<file path="config.mk">
export PLATFORM = sky130hd
export DESIGN_NAME = regfile_wr_ctrl_flat
export DESIGN_NICKNAME = d
export VERILOG_FILES = /design/src/rtl/regfile_pkg.sv /design/src/rtl/regfile_wr_ctrl_if.sv /design/src/rtl/rr_arb2.sv /design/src/rtl/regfile_wr_ctrl.sv /design/src/flat_wrapper.sv
export SDC_FILE = /design/constraint.sdc
export NUM_CORES = 1
export LEC_CHECK = 0
export CORE_ASPECT_RATIO = 0.75
export CORE_MARGIN = 10
export CORE_UTILIZATION = 35
export CTS_BUF_LIST = sky130_fd_sc_hd__clkbuf_4
export CTS_CLUSTER_SIZE = 14
export DETAILED_ROUTE_END_ITERATION = 10
export HOLD_SLACK_MARGIN = 0.15
export PLACE_DENSITY = 0.86
export SYNTH_ARGS = -nofsm -noshare
export SYNTH_HDL_FRONTEND = slang
export SYNTH_SLANG_ARGS = --single-unit
</file>
<file path="constraint.sdc">
create_clock -name clk -period 1.4 [get_ports clk]
set_input_delay 0.35 -clock clk [delete_from_list [all_inputs] [get_ports clk]]
set_output_delay 0.35 -clock clk [all_outputs]
set_load 0.02 [all_outputs]
</file>
<file path="src/rtl/regfile_pkg.sv">
// rtl/regfile_pkg.sv - shared widths, state encoding and requester indices for the register-file write port
// Contents: DATA_W, ADDR_W, NREG, ZERO_REG, state_t {CLEAR, RUN}, REQ_A, REQ_B.
package regfile_pkg;
    localparam int DATA_W = 32;
    localparam int ADDR_W = 5;
    localparam int NREG   = 2 ** ADDR_W;

    localparam logic [ADDR_W-1:0] ZERO_REG = '0;

    typedef enum logic {
        CLEAR = 1'b0,
        RUN   = 1'b1
    } state_t;

    localparam logic REQ_A = 1'b0;
    localparam logic REQ_B = 1'b1;
endpackage

</file>
<file path="src/rtl/regfile_wr_ctrl_if.sv">
// rtl/regfile_wr_ctrl_if.sv - requester A/B valid/ready write handshakes
// Ports (signals): a_valid/a_addr/a_data and b_valid/b_addr/b_data driven by the requesters,
// a_ready/b_ready returned by the write controller.
interface regfile_wr_ctrl_if;
    import regfile_pkg::*;

    logic              a_valid;
    logic              a_ready;
    logic [ADDR_W-1:0] a_addr;
    logic [DATA_W-1:0] a_data;
    logic              b_valid;
    logic              b_ready;
    logic [ADDR_W-1:0] b_addr;
    logic [DATA_W-1:0] b_data;

    modport master (
        output a_valid, a_addr, a_data, b_valid, b_addr, b_data,
        input  a_ready, b_ready
    );

    modport slave (
        input  a_valid, a_addr, a_data, b_valid, b_addr, b_data,
        output a_ready, b_ready
    );
endinterface

</file>
<file path="src/rtl/rr_arb2.sv">
// rtl/rr_arb2.sv - two-way round-robin arbiter with accept-qualified pointer update
// Ports: clk, rst_n (async active-low), valid[1:0] requests, accept (grant was taken this cycle),
// grant[1:0] one-hot combinational grant.
module rr_arb2
    import regfile_pkg::*;
(
    input  logic       clk,
    input  logic       rst_n,
    input  logic [1:0] valid,
    input  logic       accept,
    output logic [1:0] grant
);
    // ptr_q names the requester that wins a tie.
    logic ptr_q;
    logic ptr_d;

    always_comb begin
        grant = 2'b00;
        case (valid)
            2'b01:   grant = 2'b01;
            2'b10:   grant = 2'b10;
            2'b11:   grant = (ptr_q == REQ_A) ? 2'b01 : 2'b10;
            default: grant = 2'b00;
        endcase
    end

    // Priority moves to the other requester only when a transfer actually happens,
    // so a stalled pair keeps its order.
    always_comb begin
        ptr_d = ptr_q;
        if (accept && (grant != 2'b00)) begin
            ptr_d = grant[REQ_A] ? REQ_B : REQ_A;
        end
    end

    always_ff @(posedge clk or negedge rst_n) begin
        if (!rst_n) begin
            ptr_q <= REQ_A;
        end else begin
            ptr_q <= ptr_d;
        end
    end
endmodule

</file>
<file path="src/rtl/regfile_wr_ctrl.sv">
// rtl/regfile_wr_ctrl.sv - register-file write-port controller: clear sequencer plus A/B round-robin writeback
// Ports: clk, rst_n (async active-low), req (slave modport: A/B valid/ready/addr/data),
// clr_start (re-clear request), busy (clear in progress), clr_done (pulse on last clear write),
// wr_en/wr_addr/wr_data (registered register-file write port).
module regfile_wr_ctrl
    import regfile_pkg::*;
(
    input  logic              clk,
    input  logic              rst_n,
    regfile_wr_ctrl_if.slave  req,
    input  logic              clr_start,
    output logic              busy,
    output logic              clr_done,
    output logic              wr_en,
    output logic [ADDR_W-1:0] wr_addr,
    output logic [DATA_W-1:0] wr_data
);
    localparam logic [ADDR_W-1:0] LAST_REG = ADDR_W'(NREG - 1);
    localparam logic [ADDR_W-1:0] FIRST_REG = ADDR_W'(1);

    state_t            state_q, state_d;
    logic [ADDR_W-1:0] cnt_q, cnt_d;
    logic              wr_en_q, wr_en_d;
    logic [ADDR_W-1:0] wr_addr_q, wr_addr_d;
    logic [DATA_W-1:0] wr_data_q, wr_data_d;
    logic              clr_done_q, clr_done_d;

    logic [1:0]        grant;
    logic              can_accept;
    logic              accept;
    logic [ADDR_W-1:0] sel_addr;
    logic [DATA_W-1:0] sel_data;

    // A clear command in RUN takes the cycle, so nothing is accepted alongside it.
    assign can_accept = (state_q == RUN) && !clr_start;
    assign accept     = can_accept && (grant != 2'b00);

    rr_arb2 u_arb (
        .clk    (clk),
        .rst_n  (rst_n),
        .valid  ({req.b_valid, req.a_valid}),
        .accept (accept),
        .grant  (grant)
    );

    assign req.a_ready = can_accept && grant[REQ_A];
    assign req.b_ready = can_accept && grant[REQ_B];

    assign sel_addr = grant[REQ_B] ? req.b_addr : req.a_addr;
    assign sel_data = grant[REQ_B] ? req.b_data : req.a_data;

    always_comb begin
        state_d    = state_q;
        cnt_d      = cnt_q;
        wr_en_d    = 1'b0;
        wr_addr_d  = wr_addr_q;
        wr_data_d  = wr_data_q;
        clr_done_d = 1'b0;
        case (state_q)
            CLEAR: begin
                wr_en_d   = 1'b1;
                wr_addr_d = cnt_q;
                wr_data_d = '0;
                cnt_d     = cnt_q + ADDR_W'(1);
                if (cnt_q == LAST_REG) begin
                    state_d    = RUN;
                    clr_done_d = 1'b1;
                end
            end
            RUN: begin
                if (clr_start) begin
                    state_d = CLEAR;
                    cnt_d   = FIRST_REG;
                end else if (accept) begin
                    // Register 0 is hard-wired zero: accept the handshake, suppress the write.
                    wr_en_d   = (sel_addr != ZERO_REG);
                    wr_addr_d = sel_addr;
                    wr_data_d = sel_data;
                end
            end
            default: begin
                state_d = CLEAR;
                cnt_d   = FIRST_REG;
            end
        endcase
    end

    always_ff @(posedge clk or negedge rst_n) begin
        if (!rst_n) begin
            state_q    <= CLEAR;
            cnt_q      <= FIRST_REG;
            wr_en_q    <= 1'b0;
            wr_addr_q  <= '0;
            wr_data_q  <= '0;
            clr_done_q <= 1'b0;
        end else begin
            state_q    <= state_d;
            cnt_q      <= cnt_d;
            wr_en_q    <= wr_en_d;
            wr_addr_q  <= wr_addr_d;
            wr_data_q  <= wr_data_d;
            clr_done_q <= clr_done_d;
        end
    end

    assign busy     = (state_q == CLEAR);
    assign clr_done = clr_done_q;
    assign wr_en    = wr_en_q;
    assign wr_addr  = wr_addr_q;
    assign wr_data  = wr_data_q;
endmodule
</file>
<file path="src/flat_wrapper.sv">
// flat-port wrapper written by rule: the top's interface ports become plain ports
module regfile_wr_ctrl_flat import regfile_pkg::*;
  (clk, rst_n, clr_start, busy, clr_done, wr_en, wr_addr, wr_data, req_a_valid, req_a_addr, req_a_data, req_b_valid, req_b_addr, req_b_data, req_a_ready, req_b_ready);
  regfile_wr_ctrl_if req_i ();
  input  logic clk;
  input  logic rst_n;
  input  logic clr_start;
  output logic busy;
  output logic clr_done;
  output logic wr_en;
  output logic [ADDR_W-1:0] wr_addr;
  output logic [DATA_W-1:0] wr_data;
  input wire logic [$bits(req_i.a_valid)-1:0] req_a_valid;
  input wire logic [$bits(req_i.a_addr)-1:0] req_a_addr;
  input wire logic [$bits(req_i.a_data)-1:0] req_a_data;
  input wire logic [$bits(req_i.b_valid)-1:0] req_b_valid;
  input wire logic [$bits(req_i.b_addr)-1:0] req_b_addr;
  input wire logic [$bits(req_i.b_data)-1:0] req_b_data;
  output wire logic [$bits(req_i.a_ready)-1:0] req_a_ready;
  output wire logic [$bits(req_i.b_ready)-1:0] req_b_ready;
  assign req_i.a_valid = req_a_valid;
  assign req_i.a_addr = req_a_addr;
  assign req_i.a_data = req_a_data;
  assign req_i.b_valid = req_b_valid;
  assign req_i.b_addr = req_b_addr;
  assign req_i.b_data = req_b_data;
  assign req_a_ready = req_i.a_ready;
  assign req_b_ready = req_i.b_ready;
  regfile_wr_ctrl u_core (.clk(clk), .rst_n(rst_n), .req(req_i), .clr_start(clr_start), .busy(busy), .clr_done(clr_done), .wr_en(wr_en), .wr_addr(wr_addr), .wr_data(wr_data));
endmodule
</file>
==> metrics.cfg, run 1 <==
[pwr]
power.density_nw_per_um2 = 1140
ir_drop_uv = 929
leakage_nw = 1.89

[synthesis]
synth_top_area_share = 0.503
seq_area_frac_synth = 0.515
syn_inst = 212
ys_async_sr_fraction = 1.00
ys_warn_count = 0
yosys-top-cells-area = dfrtp_1, o22ai_1, nand2_1
syn_area_sq_um = 2240
ys_ff_latch = 46
synth_top_area_cell = dfrtp_1
synthFlopType = dfrtp_1
syn_avg_cell_area_sq_um = 10.6
synth_nets = 293
synth_cell_type_count = 36
synth_edf_count = 0

[grt]
gr-total-overflow = 0
grt_max_degree = 47
antenna_found_initial = 0
grt_pass1_wl_mm = 13.8
grt_pass1_vias = 2662
grt-busiest-layer = met2
gr-usage-met2 = 0.333
grt_use_met3 = 0.0577
grtUsageTotal = 0.173
use_met1 = 0.183

[timing]
rsz0062_at_grt = yes
fmax_mhz = 605
hold_slack_ns = 0.488
drv_slew = 0
period_share = 1.18
max-slew-margin-rel = 0.791
worst_pin_slew_ns = 0.313
final.setup.worst_slack_ns = -0.253
final-setup-viol-count = 18
period_minus_slack_ns = 1.65
skew_ns = 0.00704
hold_violations = 0

[drt]
drtAntennaViolNets = 0
wl_mm = 8.77
vias = 2338
drc = 0
wire_per_inst_microns = 19.3
firstDrtPassIters = 4
avgViaCountPerCell = 5.14
drt_iter0_drc = 87

[run_status]
status = complete, but fails checks
violations = negative setup slack

[clock_tree]
cts_made_buffers = 5
htree_levels = 2
clock_sinks = 46
cts_tree = yes
cts_max_path_buffers = 2
cts.reportedPaths.clkPinSlew_ns = 0.13
insertion_delay_ns = 0.35
clockRootBuffer = clkbuf_4

[place]
place_congestion = 0.796
place_ws_ns = -0.742
io_buffers = 120
dp_hpwl_mm = 5.86
dpl_cell_area_sq_um = 3700

[setup_path]
reg2reg_from = u_core.u_arb.ptr_q
crit_start = u_core.state_q
slowest_stage = dfrtp_1
critPathLaunchType = flip-flop
critical_path.endpoint = req_b_ready
worstPathCellList = inv_4 -> nor2_4 -> buf_6 -> o21ai_4 -> nor2_4 -> buf_6
worstPathArrival_ns = 1.30
reg2reg_to = u_core.wr_addr[0]
endpoint_kind = primary output
r2r_setup_slack_ns = -0.08
slowest_delay_ns = 0.41
critPathMaxFanout = 2
required_ns = 1.05
reg2reg_depth = 8
path_class = reg -> out

[cells_and_area]
drive_above_1_share = 0.441
syn_to_final_growth_pct = 89.6
postLayoutCoreUtil = 0.678
nNetsFinal = 454
final_cell_area_sq_um = 4240
n_antenna_cell = 0

[floorplan]
die-area_sq_um = 10000
chipWidth_microns = 112
initial_core_util = 0.358
rows = 25
io_pins = 121
die_h_microns = 89.3
core-area_sq_um = 6260

[min_path]
hp-class = in -> async

[job]
maxCapViolations = 0

[layout by cell type (no fill, tap or decap), drive strengths merged, types with 2 or more instances in the layout]
cell type,n
o21ai,35
clkbuf,6
buf,91
nor2,7
ha,2
dfrtp,45
dlygate4sd2,3
nand2,35
a31oi,2
inv,3
and2,2
clkdlybuf4s50,74
o22ai,37
nor4,2
clkinv,2
a21oi,7
mux2i,5
a21boi,2
[critical path: cells and delay by family (launching register included)]
kind	cells	cell delay, ns
compound gates	1	0.08
buf+inv	3	0.28
flops	1	0.41
simple gates	2	0.18
[synthesized netlist by cell type, drive strengths merged, types with 2 or more instances]
master	number
clkbuf	2
mux2i	5
dfrtp	45
ha	2
and2	2
nor4	2
a21boi	2
o21ai	35
a31oi	2
a21oi	7
nor2	7
nand2	35
o22ai	37
inv	3
buf	14
[power by group]
group	total [mW]	switching, mW	internal (mW)
registers	1.70	0.148	1.55
clock network	0.635	0.423	0.212
logic	2.52	1.16	1.36
[cells by family after synthesis]
kind of cell	share of synthesized area
muxes	0.0224
xor gates and xnor gates	0.00391
AOI/OAI and AO/OA	0.276
adders and majority gates	0.0112
DFF	0.515
and+or+nand+nor	0.108
buffers and inverters	0.0637
[timing repair]
item / 4_1_cts / 5_1_grt
hold endpoints to repair: 45 / 0
hold buffers: 1 / 0
resized for setup: 199 / 53
setup buffers: 17 / 9
setup endpoints to repair: 82 / 81
cloned: 5 / 0
pin swaps: 50 / 16
[layout make-up]
type                    instances  area (sq um)
clock buffers                   6          45.0
flip-flops and latches         46          1150
well taps                      81           101
fillers                       516          2010
clock inverters                 2          10.0
repair buffers                170          1640
multi-input cells             147          1280
inverters                       3          16.3
[metrics by stage]
| stage | power, mW | std cells | TNS, ns |
|---|---|---|---|
| 2_1_floorplan | 2.64 | 212 | -0.0636 |
| 3_3_place_gp | 3.48 | 424 | -19.76 |
| 3_5_place_dp | 3.54 | 424 | -21.03 |
| 4_1_cts | 4.88 | 453 | -3.65 |
| 5_1_grt | 5.15 | 455 | -3.01 |
| 6_report | 4.85 | 455 | -0.779 |
[sequential cells by signal, summed over array words and instances, names as in the netlist]
name	count
u_core.wr_en	1
u_core.state_q	1
u_core.clr_done	1
u_core.u_arb.ptr_q	1
u_core.cnt_q	5
u_core.wr_data	32
u_core.wr_addr	5
[layer usage]
| layer | routed length (microns) | up-vias |
|---|---|---|
| li1 | - | 1098 |
| met1 | 3490 | 1146 |
| met2 | 4620 | 88 |
| met3 | 608 | 6 |
| met4 | 54 | 0 |
| met5 | 0 | - |
[worst min-delay path by stage]
stage | from | endpoint | slack [ns] | depth (start not counted)
6_report | rst_n | u_core.wr_data[25] | 0.49 | 3
3_3_place_gp | rst_n | u_core.wr_data[21] | 0.35 | 2
3_5_place_dp | rst_n | u_core.wr_data[25] | 0.35 | 2
4_1_cts | clr_start | u_core.cnt_q[1] | 0.48 | 3
2_1_floorplan | rst_n | u_core.clr_done | 0.05 | 0
5_1_grt | clr_start | u_core.cnt_q[1] | 0.48 | 3
No activity file was read; power rests on OpenSTA's default activity.
==> run 2, diff against run 1 <==
--- a/config.mk
+++ b/config.mk
@@ -7,12 +7,12 @@
 export LEC_CHECK = 0
 export CORE_ASPECT_RATIO = 0.75
 export CORE_MARGIN = 10
-export CORE_UTILIZATION = 35
+export CORE_UTILIZATION = 36
 export CTS_BUF_LIST = sky130_fd_sc_hd__clkbuf_4
 export CTS_CLUSTER_SIZE = 14
 export DETAILED_ROUTE_END_ITERATION = 10
 export HOLD_SLACK_MARGIN = 0.15
-export PLACE_DENSITY = 0.86
+export PLACE_DENSITY = 0.88
 export SYNTH_ARGS = -nofsm -noshare
 export SYNTH_HDL_FRONTEND = slang
 export SYNTH_SLANG_ARGS = --single-unit
==> run 2 against run 1 <==
Net effect:
- the flow still finishes with violations (negative setup slack)
- register-to-register slack worse by 0.14 ns
- core utilization up 2.9 points
- clock skew up 0.0031 ns
- critical path type unchanged
- largest cell class unchanged
- highest routed layer unchanged
==> metrics.cfg, run 2 (synthesis results as in run 1) <==
[run_status]
status = complete, but fails checks
violations = negative setup slack

[grt]
antenna_found_initial = 0
grt_pass1_wl_mm = 13.1
grtUsageTotal = 0.164
grt_max_degree = 38
grt_pass1_vias = 2462
gr-total-overflow = 0

[drt]
drt_iter0_drc = 101
drtAntennaViolNets = 0
firstDrtPassIters = 5
wl_mm = 8.66
vias = 2329
avgViaCountPerCell = 5.12
drc = 0
wire_per_inst_microns = 19.0

[place]
io_buffers = 120
place_ws_ns = -0.733
placed_cells = 423
dpl_cell_area_sq_um = 3690
dp_hpwl_mm = 6.06
place_congestion = 0.802

[setup_path]
critical_path.endpoint = req_b_ready
path_class = reg -> out
critPathMaxFanout = 3
reg2reg_depth = 8
critPathLaunchType = flip-flop
reg2reg_to = u_core.wr_addr[0]
crit_start = u_core.u_arb.ptr_q
reg2reg_from = u_core.u_arb.ptr_q
required_ns = 1.05
endpoint_kind = primary output
worstPathArrival_ns = 1.31
r2r_setup_slack_ns = -0.22

[cells_and_area]
syn_to_final_growth_pct = 86.9
fin_cells = 455
drive_above_1_share = 0.411
nNetsFinal = 457
final_cell_area_sq_um = 4180
largest_register_ffs = 32
final_common_cell = clkdlybuf4s50_1
n_antenna_cell = 0
mostFrequentLayoutCells = clkdlybuf4s50_1, dfrtp_1, nand2_1

[timing]
drv_slew = 0
period_share = 1.18
skew_ns = 0.0101
fmax_mhz = 604
final-setup-viol-count = 41
period_minus_slack_ns = 1.66
max-slew-margin-rel = 0.762
final.setup.worst_slack_ns = -0.256
worst_pin_slew_ns = 0.354
hold_violations = 0
hold_slack_ns = 0.363
rsz0062_at_grt = yes

[clock_tree]
htree_levels = 2
cts_made_buffers = 5
cts_max_path_buffers = 2
clock_sinks = 46
cts_tree = yes
cts.reportedPaths.clkPinSlew_ns = 0.14
insertion_delay_ns = 0.36
clockRootBuffer = clkbuf_4

[floorplan]
rows = 24
core-area_sq_um = 5920
chipWidth_microns = 111
die_h_microns = 88.3
die-area_sq_um = 9800
initial_core_util = 0.378
io_pins = 121

[pwr]
ir_drop_uv = 931
leakage_nw = 1.87
power.density_nw_per_um2 = 1220

[job]
maxCapViolations = 0

[min_path]
hp-class = in -> async

[run 2: routing by layer]
metal | vias up | track usage | part of all wire
li1 | 1110 | - | -
met1 | 1119 | 0.201 | 0.43
met2 | 90 | 0.287 | 0.49
met3 | 10 | 0.0500 | 0.067
met4 | 0 | 0.0303 | 0.010
met5 | - | 0 | 0
[run 2: cell type report]
type / count / area [sq um]
inverter: 3 / 16.3
timing repair buffer: 173 / 1630
clock inverter: 3 / 68.8
clock buffer: 5 / 37.5
multi-input combinational: 147 / 1180
fill: 457 / 1730
tap: 78 / 97.6
sequential: 46 / 1150
[run 2: critical path, cell delays in order (launching register included)]
cell,delay (ns)
dfrtp_1,0.44
a21boi_4,0.22
buf_12,0.13
nor2_4,0.03
buf_6,0.13
[run 2: through the flow]
step                power, mW   util  setup TNS (ns)
detailed placement       3.54  0.625          -20.89
global route             5.36  0.707           -9.01
floorplan                2.64      -         -0.0636
global placement         3.47  0.625          -19.46
CTS                      5.10  0.715           -7.28
finish                   5.09  0.707           -5.61
[run 2: repair_timing]
action,in CTS,in global routing
pin swaps,28,11
endpoints found under the hold margin,45,0
gates resized for setup,196,28
gates cloned,4,0
hold buffers,1,0
setup endpoints to repair,83,64
setup buffers,12,14
[run 2: worst min path at each step]
stage	from	endpoint	slack, ns
6_report	rst_n	u_core.wr_data[16]	0.36
2_1_floorplan	rst_n	u_core.clr_done	0.05
3_5_place_dp	rst_n	u_core.wr_data[16]	0.21
5_1_grt	rst_n	u_core.wr_data[16]	0.35
3_3_place_gp	rst_n	u_core.wr_data[16]	0.21
4_1_cts	rst_n	u_core.wr_data[16]	0.36
[run 2: power breakdown]
| part | switching [mW] | internal [mW] | total, mW |
|---|---|---|---|
| Combinational | 1.10 | 1.28 | 2.38 |
| Clock | 0.449 | 0.559 | 1.01 |
| Sequential | 0.150 | 1.55 | 1.70 |
==> run 3, diff against run 2 <==
--- a/config.mk
+++ b/config.mk
@@ -5,6 +5,7 @@
 export SDC_FILE = /design/constraint.sdc
 export NUM_CORES = 1
 export LEC_CHECK = 0
+export ABC_CLOCK_PERIOD_IN_PS = 1400
 export CORE_ASPECT_RATIO = 0.75
 export CORE_MARGIN = 10
 export CORE_UTILIZATION = 36
==> results of run 3 <==
Same layout as run 2: the final DEF is identical, and so are final timing and power.
